<file path="src/rtl/nibble_serial_sub_64_if.sv">
// nibble_serial_sub_64_if
//   Bundles the operand and result handshakes of nibble_serial_sub_64.
//   The overflow signal exists only when NSUB_OVERFLOW_EN is defined.
//
//   Signals:
//     in_valid   producer -> block  operand pair on op1/op2 is valid
//     in_ready   block -> producer  block can accept operands
//     op1, op2   producer -> block  64-bit minuend / subtrahend
//     out_valid  block -> consumer  diff/borrow_out hold a finished result
//     out_ready  consumer -> block  consumer takes the result
//     diff       block -> consumer  (op1 - op2) mod 2^64
//     borrow_out block -> consumer  1 iff op1 < op2 (unsigned)
//     overflow   block -> consumer  signed overflow (NSUB_OVERFLOW_EN only)
//
//   Modports: master = producer/consumer side, slave = the subtractor.
interface nibble_serial_sub_64_if;
  logic        in_valid;
  logic        in_ready;
  logic [63:0] op1;
  logic [63:0] op2;
  logic        out_valid;
  logic        out_ready;
  logic [63:0] diff;
  logic        borrow_out;
`ifdef NSUB_OVERFLOW_EN
  logic        overflow;
`endif

  modport master (
    output in_valid, op1, op2, out_ready,
    input  in_ready, out_valid, diff, borrow_out
`ifdef NSUB_OVERFLOW_EN
    , input overflow
`endif
  );

  modport slave (
    input  in_valid, op1, op2, out_ready,
    output in_ready, out_valid, diff, borrow_out
`ifdef NSUB_OVERFLOW_EN
    , output overflow
`endif
  );
endinterface

</file>
<file path="src/rtl/nibble_serial_sub_64.sv">
// nibble_serial_sub_64
//   Area-lean 64-bit unsigned subtractor: computes op1 - op2 one nibble per
//   clock with the ripple borrow held in a flop. 16 cycles from accept to
//   result. Results hold in DONE until the consumer takes them.
//
//   Ports:
//     clock  rising-edge clock
//     reset  asynchronous, active-high reset
//     bus    nibble_serial_sub_64_if.slave (operand and result handshakes)
//
//   Optional feature: define NSUB_OVERFLOW_EN to add the signed overflow
//   flag on bus.overflow.
module nibble_serial_sub_64 (
  input logic                        clock,
  input logic                        reset,
  nibble_serial_sub_64_if.slave      bus
);

  typedef enum logic [1:0] {IDLE, BUSY, DONE} state_t;

  state_t      state_q, state_d;
  logic [63:0] a_q, a_d;
  logic [63:0] b_q, b_d;
  logic [63:0] diff_q, diff_d;
  logic [3:0]  k_q, k_d;
  logic        borrow_q, borrow_d;
  logic        borrow_out_q, borrow_out_d;
`ifdef NSUB_OVERFLOW_EN
  logic        overflow_q, overflow_d;
`endif

  logic [5:0]  nib_base;
  logic [4:0]  nib_res;

  // One 5-bit subtract per cycle on the nibble selected by k; bit 4 is the
  // borrow out of that nibble.
  assign nib_base = {k_q, 2'b00};
  assign nib_res  = {1'b0, a_q[nib_base +: 4]} - {1'b0, b_q[nib_base +: 4]}
                  - {4'b0000, borrow_q};

  always_comb begin
    state_d      = state_q;
    a_d          = a_q;
    b_d          = b_q;
    diff_d       = diff_q;
    k_d          = k_q;
    borrow_d     = borrow_q;
    borrow_out_d = borrow_out_q;
`ifdef NSUB_OVERFLOW_EN
    overflow_d   = overflow_q;
`endif
    case (state_q)
      IDLE: begin
        if (bus.in_valid) begin
          a_d      = bus.op1;
          b_d      = bus.op2;
          borrow_d = 1'b0;
          k_d      = 4'd0;
          state_d  = BUSY;
        end
      end
      BUSY: begin
        diff_d[nib_base +: 4] = nib_res[3:0];
        borrow_d = nib_res[4];
        // k wraps 15 -> 0 on the same edge the operation completes.
        k_d      = k_q + 4'd1;
        if (k_q == 4'd15) begin
          borrow_out_d = nib_res[4];
`ifdef NSUB_OVERFLOW_EN
          // Bit 63 of the result is the top bit of the final nibble.
          overflow_d   = (a_q[63] != b_q[63]) & (nib_res[3] != a_q[63]);
`endif
          state_d      = DONE;
        end
      end
      DONE: begin
        if (bus.out_ready) begin
          state_d = IDLE;
        end
      end
      default: state_d = IDLE;
    endcase
  end

  always_ff @(posedge clock or posedge reset) begin
    if (reset) begin
      state_q      <= IDLE;
      a_q          <= '0;
      b_q          <= '0;
      diff_q       <= '0;
      k_q          <= '0;
      borrow_q     <= 1'b0;
      borrow_out_q <= 1'b0;
`ifdef NSUB_OVERFLOW_EN
      overflow_q   <= 1'b0;
`endif
    end else begin
      state_q      <= state_d;
      a_q          <= a_d;
      b_q          <= b_d;
      diff_q       <= diff_d;
      k_q          <= k_d;
      borrow_q     <= borrow_d;
      borrow_out_q <= borrow_out_d;
`ifdef NSUB_OVERFLOW_EN
      overflow_q   <= overflow_d;
`endif
    end
  end

  // in_ready must drop the moment reset rises, so it is gated by reset
  // directly rather than waiting for the state flop to clear.
  assign bus.in_ready   = (state_q == IDLE) & ~reset;
  assign bus.out_valid  = (state_q == DONE);
  assign bus.diff       = diff_q;
  assign bus.borrow_out = borrow_out_q;
`ifdef NSUB_OVERFLOW_EN
  assign bus.overflow   = overflow_q;
`endif

endmodule

</file>
<file path="src/flat_wrapper.sv">
// flat-port wrapper written by rule: the top's interface ports become plain ports
module nibble_serial_sub_64_flat 
  (clock, reset, bus_in_valid, bus_op1, bus_op2, bus_out_ready, bus_in_ready, bus_out_valid, bus_diff, bus_borrow_out);
  nibble_serial_sub_64_if bus_i ();
  input logic clock;
  input logic reset;
  input wire logic [$bits(bus_i.in_valid)-1:0] bus_in_valid;
  input wire logic [$bits(bus_i.op1)-1:0] bus_op1;
  input wire logic [$bits(bus_i.op2)-1:0] bus_op2;
  input wire logic [$bits(bus_i.out_ready)-1:0] bus_out_ready;
  output wire logic [$bits(bus_i.in_ready)-1:0] bus_in_ready;
  output wire logic [$bits(bus_i.out_valid)-1:0] bus_out_valid;
  output wire logic [$bits(bus_i.diff)-1:0] bus_diff;
  output wire logic [$bits(bus_i.borrow_out)-1:0] bus_borrow_out;
  assign bus_i.in_valid = bus_in_valid;
  assign bus_i.op1 = bus_op1;
  assign bus_i.op2 = bus_op2;
  assign bus_i.out_ready = bus_out_ready;
  assign bus_in_ready = bus_i.in_ready;
  assign bus_out_valid = bus_i.out_valid;
  assign bus_diff = bus_i.diff;
  assign bus_borrow_out = bus_i.borrow_out;
  nibble_serial_sub_64 u_core (.clock(clock), .reset(reset), .bus(bus_i));
endmodule
</file>
<file path="config.mk">
export PLATFORM = sky130hd
export DESIGN_NAME = nibble_serial_sub_64_flat
export DESIGN_NICKNAME = d
export VERILOG_FILES = /design/src/rtl/nibble_serial_sub_64_if.sv /design/src/rtl/nibble_serial_sub_64.sv /design/src/flat_wrapper.sv
export SDC_FILE = /design/constraint.sdc
export NUM_CORES = 1
export LEC_CHECK = 0
export CORE_ASPECT_RATIO = 0.8
export CORE_MARGIN = 3
export CORE_UTILIZATION = 55
export DETAILED_ROUTE_END_ITERATION = 8
export GPL_TIMING_DRIVEN = 0
export HOLD_SLACK_MARGIN = 0.08
export PLACE_DENSITY = 0.95
export SYNTH_ARGS = -nofsm -noshare
export SYNTH_HDL_FRONTEND = slang
export SYNTH_SLANG_ARGS = --single-unit
</file>
<file path="constraint.sdc">
create_clock -name clock -period 17.15 [get_ports clock]
set_clock_uncertainty 0.05 [all_clocks]
set_input_delay 3.43 -clock clock [delete_from_list [all_inputs] [get_ports clock]]
set_output_delay 3.43 -clock clock [all_outputs]
set_load 0.05 [all_outputs]
</file>
After elaboration in Yosys (flattened, before gate mapping)
Cells that the tools add are included.
- output and inout bits: 67
- input bits: 132
- register bits after elaboration: 200
- logic and storage cells: 38
- bitwise operators: 2
- shift-type cells: 4
- reductions and logical operators: 6
- eq/ne operators: 6
- mux-type cells: 9
- $add $sub $neg: 4
- operators with widths (cell ; count):
    $shiftx 64x7->4 ; 2
    $bwmux 64 ; 1
    $shift 4x8->64 const A ; 1
    $shiftx 4x8->64 ; 1
    $neg 6->8 ; 1
    $pmux 4 s2 ; 1
    $mux 2 ; 3
    $pmux 2 s3 ; 1
    $reduce_and 2->1 ; 3
    $sub 4x4->5 ; 1
    $sub 5x1->5 ; 1
    $add 4x1->4 const B ; 1
    $eq 4x4->1 const B ; 1
    $mux 4 ; 1
    $ne 2x2->1 const B ; 2
    $reduce_and 3->1 ; 1
    $eq 2x1->1 const B ; 1
    $eq 2x2->1 const B ; 1
    $logic_not 2->1 ; 1
    $ne 2x1->1 const B ; 1
    $pmux 1 s2 ; 1
    $reduce_bool 2->1 ; 1
    $and 1x1->1 ; 1
    $mux 1 ; 1
    $not 1->1 ; 1

Longest topological paths before layout
Gate-level depths: netlist of run 1.
- depth in word-level cells: 5
- mapped depth: 17
- gate-level depth less buffers: 13

Least setup slack after synthesis of run 1
No wires, ideal clock.
- kind: in2out
- start point: input reset
- end point: output bus_in_ready
- data arrival time: 4475 ps
- cell stages on the path: 1
- path buffers: 0
- path slack: 9195 ps
- required time: 13670 ps
- path through: nor3_1
- longest elaborated chain between the ends: 2
- ends and longest elaborated chain (what ; RTL line ; RTL):
    from (decl) ; flat_wrapper.sv:6 ; input logic reset;
    $not 1->1 ; nibble_serial_sub_64.sv:113 ; assign bus.in_ready = (state_q == IDLE) & ~reset;
    $and 1x1->1 ; nibble_serial_sub_64.sv:113 ;
    to (decl) ; flat_wrapper.sv:11 ; output wire logic [$bits(bus_i.in_ready)-1:0] bus_in_ready;
Every way passes these cells.

Worst setup path after layout of run 1
Ends and elaborated chain as after synthesis.

==> results.toml, run 1 <==
[sta]
fin_worst_hold_slack_ns = 0.4446
grt_setup_unrepaired = "no"
fraction_of_the_cycle_the_final_worst_path_needs_pct = 49.35
report.final.setup_viol = 0
timing.final.hold_violations = 0
max_freq_ghz = 0.1181
slew_violations = 0
period_minus_slack_ns = 8.464
max-slew-margin-rel_pct = 44.58
worst-slew-pin-transition_ns = 0.8249
setup_tns_ns = 0

[power_and_ir_drop]
proportion_of_total_power_due_to_net_switching_pct = 43.35
share_comb_of_total_power_pct = 55.7
static-leakage-power_nw = 5.122
seqPwrFrac_pct = 29.2
worst_vdd_rail_ir_drop_uv = 193.6
clock_network_fraction_of_design_power_pct = 15.0
finalPower_mw = 2.766
power_per_cell_area_mw_per_mm2 = 229.8
cell_internal_pwr_mw = 1.567
power.net_switching_mw = 1.199

[synthesis]
netlist_area_sq_mm = 0.009141
synth.largest_area_cell = "sky130_fd_sc_hd__dfrtp_1"
synthesis.yosys.warnings = 0
synthDominantCellAreaShare_pct = 54.75
synthesis.nets = 792
ys_ff_latch = 200
ys.flop_type = "sky130_fd_sc_hd__dfrtp_1"
yosys.cell_types.count = 50
synth_edf_count = 0
postSynthCellCount = 649
most_numerous_cell_types_in_the_synthesized_netlist = "sky130_fd_sc_hd__dfrtp_1, sky130_fd_sc_hd__mux2_2, sky130_fd_sc_hd__mux2i_1, sky130_fd_sc_hd__nand2_1, sky130_fd_sc_hd__nor2_1"
yosys.cell_count.top_type = "sky130_fd_sc_hd__dfrtp_1"
async_flop_share_pct = 100.0
dominant_cells_by_area_after_synthesis = "sky130_fd_sc_hd__dfrtp_1, sky130_fd_sc_hd__mux2_2, sky130_fd_sc_hd__mux4_2, sky130_fd_sc_hd__mux2i_1, sky130_fd_sc_hd__nand2_1"
seq_area_frac_synth_pct = 54.75
synthesis.area_per_instance_sq_um = 14.09

[route]
dr.pass1.iters = 4
detail_route.wirelength_mm = 23.45
route.detailed.vias_per_inst = 5.752
drt-initial-drc-count = 365
dr_total_vias = 6293
post-route-drc-count = 0
routed_wire_length_per_instance_um = 21.44
detail-route-antenna-nets = 0

[placed_design]
buffer_ports.inserted = 198
gp_congestion = 0.8162
dp_hpwl_mm = 17.24

[die]
core_area_sq_mm = 0.01601
die-height_um = 121.3
rows = 41
io_pins = 199
die_w_um = 150.1
fp.dieArea_sq_mm = 0.01821
floorplan.initialDensity_pct = 57.11

[worst_setup_path]
worstSetupStartpointType = "input pin"
worst-endpoint-arrival_ns = 4.98
worst-setup-path-type = "in2out"
critical_path_peak_fanout = 2
worst-endpoint-required_ns = 13.67
cpMostUsedCell = "sky130_fd_sc_hd__clkdlybuf4s50_1"
critical_path.endpoint_type = "output pin"
path_cells = "clkdlybuf4s50_1, nor3_1, clkdlybuf4s50_1"
cpMaxStageDelayCell = "sky130_fd_sc_hd__clkdlybuf4s50_1"
cpPeakStageDelay_ns = 0.83
cpLargestDelayFamily = "buffers and inverters"
timing.critical_path.buf_inv = 2

[global_route]
initial_antenna_violation_count = 0
globalRouteOverflowTotal = 0
first_global_vias = 6750
global_route_wire_length_before_repair_mm = 36.82
gr_usage_total_pct = 26.89
grt_start_max_net_pins = 109

[clocking]
cts.repair_timing.setup_buffer_count = 0
cts.reportedPaths.clkPinSlew_ns = 0.06
postCtsResizedCells = 0
clock_insertion_delay_worst_skew_ns = 0.45
htreeDepth = 4
numClockSinks = 200
tritoncts = "done"
postCtsHoldBufs = 0
cts_root_buffer = "sky130_fd_sc_hd__clkbuf_16"
clk_path_buf_depth = 2
cts-buffers-inserted = 17

[cells_and_area]
drive_gt1_share_pct = 28.78
filler_instances = 1048
layout-area-overhead-vs-synth_pct = 31.66
antenna_cells_inserted = 0
design.final.nets = 1010

[run]
maxCapViolations = 0

[min_path]
hold_path_class = "reg2reg"

[status]
status = "completed"
[final timing paths]
check | start | end | slack [ns] | cells after the start
worst max-delay path | reset | bus_in_ready | 8.69 | 3
worst min-delay path | u_core.bus.diff[2] | u_core.bus.diff[2] | 0.44 | 2
worst max register to register | u_core.k_q[1] | u_core.bus.diff[35] | 12.35 | 16
worst min register to register | u_core.bus.diff[2] | u_core.bus.diff[2] | 0.44 | 2
max in group asynchronous | reset | u_core.bus.diff[27] | 12.65 | 3
min in group asynchronous | reset | u_core.a_q[36] | 3.47 | 2
[metrics by stage]
stage	instance area, sq um	util [%]	std cells	worst slack (ns)
6_report	12040	75.20	1094	8.686
2_1_floorplan	9141	-	649	8.216
3_3_place_gp	11390	71.18	1062	5.856
4_1_cts	12040	75.20	1094	8.677
5_1_grt	12040	75.20	1094	8.644
3_5_place_dp	11430	71.40	1063	8.678
[worst reg2reg max path, stage by stage, from the launching register on]
cell and delay (ns):
sky130_fd_sc_hd__dfrtp_1 0.43, sky130_fd_sc_hd__buf_6 0.18, sky130_fd_sc_hd__buf_6 0.16, sky130_fd_sc_hd__buf_2 0.33, sky130_fd_sc_hd__buf_1 0.61, sky130_fd_sc_hd__mux4_2 0.40, sky130_fd_sc_hd__mux2i_1 0.22, sky130_fd_sc_hd__a21oi_1 0.15
sky130_fd_sc_hd__fa_1 0.42, sky130_fd_sc_hd__ha_1 0.29, sky130_fd_sc_hd__nor3b_1 0.22, sky130_fd_sc_hd__xor2_1 0.26, sky130_fd_sc_hd__nor3_1 0.08, sky130_fd_sc_hd__nor4bb_1 0.34, sky130_fd_sc_hd__buf_4 0.24, sky130_fd_sc_hd__buf_8 0.18
sky130_fd_sc_hd__a21oi_1 0.10
[state kept, by name, indices dropped and copies added, names as in the netlist]
signal	cells
u_core.a_q	64
u_core.b_q	64
u_core.bus.diff	64
u_core.k_q	4
u_core.state_q	2
u_core.borrow_q	1
u_core.bus.borrow_out	1
[power groups by stage]
stage	Combinational (mW)	Clock [mW]	Sequential, mW
2_1_floorplan	0.936	0	0.946
3_5_place_dp	1.53	0	0.814
6_report	1.54	0.415	0.809
5_1_grt	1.65	0.438	0.833
3_3_place_gp	1.48	0	0.798
4_1_cts	1.54	0.418	0.808
[routing by layer]
layer  vias up  share of wire (%)  GRT usage, %
li1       2806                  -             -
met1      3205                 41         34.43
met2       242                 49         44.73
met3        40                7.8         6.983
met4         0                2.1         9.314
met5         -                  0             0
[cell type report]
type	count	area, sq um	share of cell area [%]
Multi-Input combinational cell	401	3909	32.48
Buffer	35	178.9	1.487
Inverter	13	56.30	0.4678
Clock buffer	18	439.2	3.649
Sequential cell	200	5005	41.58
Tap cell	215	269.0	2.235
Clock inverter	13	168.9	1.403
Timing Repair Buffer	199	2009	16.70
[cells in the final DEF, fill, tap and decap left out, types with 9 or more instances in the layout]
cell / instances
sky130_fd_sc_hd__mux2i_1: 32
sky130_fd_sc_hd__nand2_1: 31
sky130_fd_sc_hd__clkbuf_16: 17
sky130_fd_sc_hd__dfrtp_1: 200
sky130_fd_sc_hd__ha_1: 9
sky130_fd_sc_hd__mux2_2: 173
sky130_fd_sc_hd__inv_1: 12
sky130_fd_sc_hd__a221oi_1: 10
sky130_fd_sc_hd__o31ai_1: 9
sky130_fd_sc_hd__clkbuf_1: 15
sky130_fd_sc_hd__o21ai_0: 10
sky130_fd_sc_hd__clkdlybuf4s50_1: 198
sky130_fd_sc_hd__mux4_2: 19
sky130_fd_sc_hd__nor2_1: 23
sky130_fd_sc_hd__buf_2: 14
[logic make-up (layout without fill, tap and decap cells)]
logic type               count (synthesis)  after routing  synth area share (%)
multiplexers                           225            225                 29.62
buffers and inverters                   48            278                 2.491
adder cells (fa/ha/maj)                 11             11                 1.670
XOR/XNOR                                 5              5                0.4791
flip-flops                             200            200                 54.75
AO/OA/AOI/OAI                           63             63                 5.585
AND/OR/NAND/NOR                         97             97                 5.406
Note: power is estimated with default switching activity, not from simulation.
==> run 2: changes to the inputs <==
CORE_UTILIZATION = 51   (was 55)
PLACE_DENSITY = 0.9   (was 0.95)
clock period = 8.5 ns   (was 17.15 ns; I/O delays follow)
==> run 2 against run 1 <==
Net effect: die area increased by 7.5%; largest power group unchanged; non-clock buffer count unchanged; critical path depth unchanged; sequential cell count unchanged; setup slack got worse by 5.1 ns; sequential power increased by 100%; final cell count increased by 1.0%; global-route usage decreased by 2.7 points; power increased by 99%; first-iteration DRC count increased by 24%; critical endpoint unchanged.
==> results.toml, run 2 (synthesis gave the netlist of run 1 again) <==
[status]
status = "completed"

[die]
io_pins = 199
fp.dieArea_sq_mm = 0.01958
rows = 43
core_area_sq_mm = 0.01743
die_w_um = 155.7
die-height_um = 125.7
floorplan.initialDensity_pct = 52.44

[min_path]
hold_path_class = "reg2reg"

[clocking]
cts_root_buffer = "sky130_fd_sc_hd__clkbuf_16"
numClockSinks = 200
cts-buffers-inserted = 17
postCtsResizedCells = 0
clk_path_buf_depth = 2
cts.reportedPaths.clkPinSlew_ns = 0.07
cts.repair_timing.setup_buffer_count = 0
clock_insertion_delay_worst_skew_ns = 0.44
postCtsHoldBufs = 0
htreeDepth = 4
tritoncts = "done"

[route]
route.detailed.vias_per_inst = 5.585
post-route-drc-count = 0
drt-initial-drc-count = 452
dr.pass1.iters = 5
detail-route-antenna-nets = 0
routed_wire_length_per_instance_um = 20.94
detail_route.wirelength_mm = 23.14
dr_total_vias = 6171

[run]
maxCapViolations = 0

[placed_design]
placed_cells = 1073
post-place-ws_ns = 3.535
gp_congestion = 0.7931
dp_hpwl_mm = 16.99
dpl_cell_area_sq_mm = 0.01144
buffer_ports.inserted = 198

[cells_and_area]
filler_instances = 1255
layout.cells.most_common_list = "sky130_fd_sc_hd__dfrtp_1, sky130_fd_sc_hd__clkdlybuf4s50_1, sky130_fd_sc_hd__mux2_2, sky130_fd_sc_hd__mux2i_1, sky130_fd_sc_hd__nand2_1"
area_taken_by_flip_flops_and_latches_sq_mm = 0.005005
mostFrequentLayoutCell = "sky130_fd_sc_hd__dfrtp_1"
multi_input_comb_area_sq_mm = 0.003909
finish.instance_area_sq_mm = 0.01200
drive_gt1_share_pct = 28.52
layout-area-overhead-vs-synth_pct = 31.30
number_of_standard_cells_in_the_final_layout_excluding_fillers = 1105
design.final.nets = 1010
antenna_cells_inserted = 0

[sta]
grt_setup_unrepaired = "no"
timing.final.hold_violations = 0
fraction_of_the_cycle_the_final_worst_path_needs_pct = 58.33
fin_worst_hold_slack_ns = 0.4353
worst-slew-pin-transition_ns = 0.8248
max_freq_ghz = 0.2017
period_minus_slack_ns = 4.958
slew_violations = 0
postLayoutSetupSlackWorst_ns = 3.542
report.final.setup_viol = 0
max-slew-margin-rel_pct = 44.59

[global_route]
first_global_vias = 6603
globalRouteOverflowTotal = 0
grt_start_max_net_pins = 107
initial_antenna_violation_count = 3
gr_usage_total_pct = 24.23
global_route_wire_length_before_repair_mm = 36.49

[power_and_ir_drop]
power_per_cell_area_mw_per_mm2 = 457.6
static-leakage-power_nw = 5.109
finalPower_mw = 5.493
worst_vdd_rail_ir_drop_uv = 413.9

[worst_setup_path]
worst-setup-path-type = "in2out"
critical_path.endpoint_type = "output pin"
worst-endpoint-arrival_ns = 3.21
critical_path_peak_fanout = 2
cpPeakStageDelay_ns = 0.83
path_cells = "clkdlybuf4s50_1, nor3_1, clkdlybuf4s50_1"
worst-endpoint-required_ns = 6.75
cpMaxStageDelayCell = "sky130_fd_sc_hd__clkdlybuf4s50_1"
worstSetupStartpointType = "input pin"
cpMostUsedCell = "sky130_fd_sc_hd__clkdlybuf4s50_1"
## run 2: cell types whose count changed in the layout (fill, tap and decap cells not counted)
cell	previous run	this run
sky130_fd_sc_hd__clkbuf_8	1	5
sky130_fd_sc_hd__inv_6	3	2
sky130_fd_sc_hd__bufinv_16	3	0
sky130_fd_sc_hd__clkinv_4	2	1
sky130_fd_sc_hd__clkinvlp_4	4	2
sky130_fd_sc_hd__inv_8	1	2
sky130_fd_sc_hd__clkbuf_1	15	18
## run 2: metrics by stage
stage                     TNS (ns)  utilization [%]
final                            0            68.86
after global routing             0            68.86
after CTS                        0            68.86
after detailed placement         0            65.63
after global placement     -239.97            65.42
after floorplan                  0                -
## run 2: layout make-up
class / count / share of cell area, %
flip-flops and latches: 200 / 41.70
multi-input cells: 401 / 32.57
repair buffers: 199 / 16.74
clock buffers: 25 / 4.211
well taps: 225 / 2.345
plain buffers: 35 / 1.491
clock inverters: 7 / 0.4795
inverters: 13 / 0.4691
## run 2: power by group
| group | internal, mW | total (mW) | switching (mW) | leakage [nW] |
|---|---|---|---|---|
| clock network | 0.418 | 0.777 | 0.358 | 0.272 |
| logic | 1.31 | 3.08 | 1.78 | 2.36 |
| registers | 1.38 | 1.63 | 0.248 | 2.47 |
## run 2: worst max-delay path, delay by kind of cell
family	cells	cell delay, ns
AND/OR/NAND/NOR	1	0.17
buffers and inverters	2	1.34
## run 2: worst paths after layout
check	startpoint	endpoint	slack [ns]	cells past startpoint
setup / recovery	reset	bus_in_ready	3.54	3
hold / removal	u_core.borrow_q	u_core.borrow_q	0.44	1
setup reg to reg	u_core.k_q[1]	u_core.bus.diff[51]	3.72	16
hold reg to reg	u_core.borrow_q	u_core.borrow_q	0.44	1
max in group asynchronous	reset	u_core.b_q[46]	5.75	3
min in group asynchronous	reset	u_core.a_q[33]	1.72	2
## run 2: layer usage
layer	up-vias	wire (um)	track usage, %
met3	36	1818	7.145
li1	2803	-	-
met4	6	325	6.588
met5	-	36	0
met2	217	11230	39.41
met1	3109	9727	32.10
==> run 3: changes to the inputs <==
clock period = 4.6 ns   (was 8.5 ns; I/O delays follow)
==> run 3 against run 2 <==
Net effect: hold slack worse by 0.0042 ns; largest power group unchanged; register-to-register slack worse by 3.5 ns; sequential cell count stayed put; final cell count is 0.27% higher; largest cell class unchanged; first-iteration DRC count is 15% lower; critical path type is now reg2reg; via count is 2.3% higher; design area is 1.1% higher; highest routed layer unchanged; die area stayed put.
==> results.toml, run 3 (synthesis gave the netlist of run 1 again) <==
[sta]
setup_tns_ns = 0
postLayoutSetupSlackWorst_ns = 0.2682
worst-slew-pin-transition_ns = 0.8788
report.final.setup_viol = 0
timing.final.hold_violations = 0
grt_setup_unrepaired = "no"
fraction_of_the_cycle_the_final_worst_path_needs_pct = 94.17
period_minus_slack_ns = 4.332
slew_violations = 0
max_freq_ghz = 0.2308
max-slew-margin-rel_pct = 40.96

[worst_setup_path]
critical_path.endpoint_type = "register"
worst-endpoint-arrival_ns = 4.58
reg2reg_depth = 14
worst-endpoint-required_ns = 4.85
cpPeakStageDelay_ns = 0.57
reg2reg_slack_ns = 0.27
startpoint_of_the_lowest_slack_register_to_register_path = "u_core.k_q[0]"
worstSetupStartpointType = "register"
cpMostUsedCell = "sky130_fd_sc_hd__buf_2"
critical_path_peak_fanout = 10
cpMaxStageDelayCell = "sky130_fd_sc_hd__mux4_2"
path_cells = "buf_2, buf_2, mux4_2, mux2i_1, a21oi_1, fa_1, ha_1, nor3b_1, xor2_1, nor3_1, nor4bb_1, buf_4, buf_8, o21ai_1"
worst-setup-path-type = "reg2reg"
timing.rr.end = "u_core.bus.diff[51]"

[die]
die_w_um = 155.7
floorplan.initialDensity_pct = 52.44
core_area_sq_mm = 0.01743
fp.dieArea_sq_mm = 0.01958
die-height_um = 125.7
rows = 43
io_pins = 199

[global_route]
grt_start_max_net_pins = 46
gr_usage_total_pct = 24.50
globalRouteOverflowTotal = 0
global_route_wire_length_before_repair_mm = 36.97
first_global_vias = 6727
initial_antenna_violation_count = 1

[placed_design]
dpl_cell_area_sq_mm = 0.01151
gp_congestion = 0.8211
post-place-ws_ns = -0.1896
dp_hpwl_mm = 17.44
buffer_ports.inserted = 198

[route]
drt-initial-drc-count = 382
routed_wire_length_per_instance_um = 21.14
detail-route-antenna-nets = 0
post-route-drc-count = 0
route.detailed.vias_per_inst = 5.699
dr.pass1.iters = 6
dr_total_vias = 6314
detail_route.wirelength_mm = 23.43

[cells_and_area]
design.final.nets = 1014
drive_gt1_share_pct = 29.33
mostFrequentLayoutCell = "sky130_fd_sc_hd__dfrtp_1"
finish.instance_area_sq_mm = 0.01213
antenna_cells_inserted = 0
utilization_pct = 69.59
layout-area-overhead-vs-synth_pct = 32.70
layout.cells.most_common_list = "sky130_fd_sc_hd__dfrtp_1, sky130_fd_sc_hd__clkdlybuf4s50_1, sky130_fd_sc_hd__mux2_2, sky130_fd_sc_hd__mux2i_1, sky130_fd_sc_hd__nand2_1"

[power_and_ir_drop]
power.net_switching_mw = 4.477
cell_internal_pwr_mw = 5.872
power_per_cell_area_mw_per_mm2 = 853.1
worst_vdd_rail_ir_drop_uv = 837.8
share_comb_of_total_power_pct = 55.9
proportion_of_total_power_due_to_net_switching_pct = 43.26
finalPower_mw = 10.35
clock_network_fraction_of_design_power_pct = 15.0
static-leakage-power_nw = 5.167
seqPwrFrac_pct = 29.1

[clocking]
numClockSinks = 200
clock_insertion_delay_worst_skew_ns = 0.43
postCtsHoldBufs = 0
clk_path_buf_depth = 2
tritoncts = "done"
cts.reportedPaths.clkPinSlew_ns = 0.07
cts_root_buffer = "sky130_fd_sc_hd__clkbuf_16"
cts-buffers-inserted = 17
htreeDepth = 4
cts.repair_timing.setup_buffer_count = 0

[min_path]
worst_hold_path.endpoint = "u_core.bus.diff[43]"
whs_path_depth = 2
hold_path_class = "reg2reg"
hp-start = "u_core.bus.diff[43]"

[run]
maxCapViolations = 0

[status]
status = "completed"
run 3: cell types whose count changed in the layout (fill, tap and decap cells not counted), sizes merged:
cell,change
clkinv,+1
bufinv,+3
inv,+1
buf,+2
clkbuf,-4
run 3: what timing repair did:
item,in CTS,in global routing
hold endpoints to repair,0,0
pin swaps,0,0
endpoints found under the setup margin,31,16
gates resized for setup,4,4
run 3: worst max-delay path, delay by kind of cell (launching register included):
| kind | cells | cell delay, ns |
|---|---|---|
| simple gates | 3 | 0.58 |
| xor+xnor | 1 | 0.27 |
| flops | 1 | 0.42 |
| buf+inv | 4 | 1.05 |
| fa+ha+maj | 2 | 0.70 |
| mux | 2 | 0.87 |
| compound gates | 2 | 0.24 |
run 3: how the worst max path moves through the flow:
stage	startpoint	to	cells past startpoint
floorplan	u_core.k_q[1]	u_core.bus.diff[51]	16
CTS	u_core.k_q[1]	u_core.bus.diff[51]	15
finish	u_core.k_q[0]	u_core.bus.diff[51]	14
detailed placement	u_core.k_q[1]	u_core.bus.diff[54]	12
global route	u_core.k_q[0]	u_core.bus.diff[51]	14
global placement	reset	u_core.b_q[28]	2
run 3: metrics by stage:
step	hold slack, ns	std cells
after detailed placement	0.4160	1077
after global routing	0.4533	1108
after floorplan	0.3995	649
after CTS	0.4322	1108
final	0.4311	1108
after global placement	0.4107	1072
run 3: routing by layer:
layer | vias to the layer above | track usage [%] | routed length [um]
met5 | - | 0 | 9
met4 | 2 | 6.279 | 367
met1 | 3225 | 31.72 | 9562
li1 | 2816 | - | -
met2 | 242 | 40.46 | 11620
met3 | 29 | 7.764 | 1868
run 3: power by group through the flow:
stage | Combinational (mW) | Sequential (mW) | Clock (mW)
after floorplan | 3.49 | 3.53 | 0
after global placement | 5.56 | 2.98 | 0
after global routing | 6.17 | 3.10 | 1.65
after CTS | 5.78 | 3.01 | 1.57
after detailed placement | 5.68 | 3.03 | 0
final | 5.79 | 3.01 | 1.55
run 3: final cells by class:
| type | count | area (sq um) |
|---|---|---|
| Fill cell | 1233 | 5301 |
| Sequential cell | 200 | 5005 |
| Multi-Input combinational cell | 401 | 3919 |
| Timing Repair Buffer | 203 | 2082 |
| Clock buffer | 19 | 442.9 |
| Tap cell | 225 | 281.5 |
| Buffer | 35 | 185.2 |
| Clock inverter | 12 | 162.7 |
| Inverter | 13 | 52.55 |
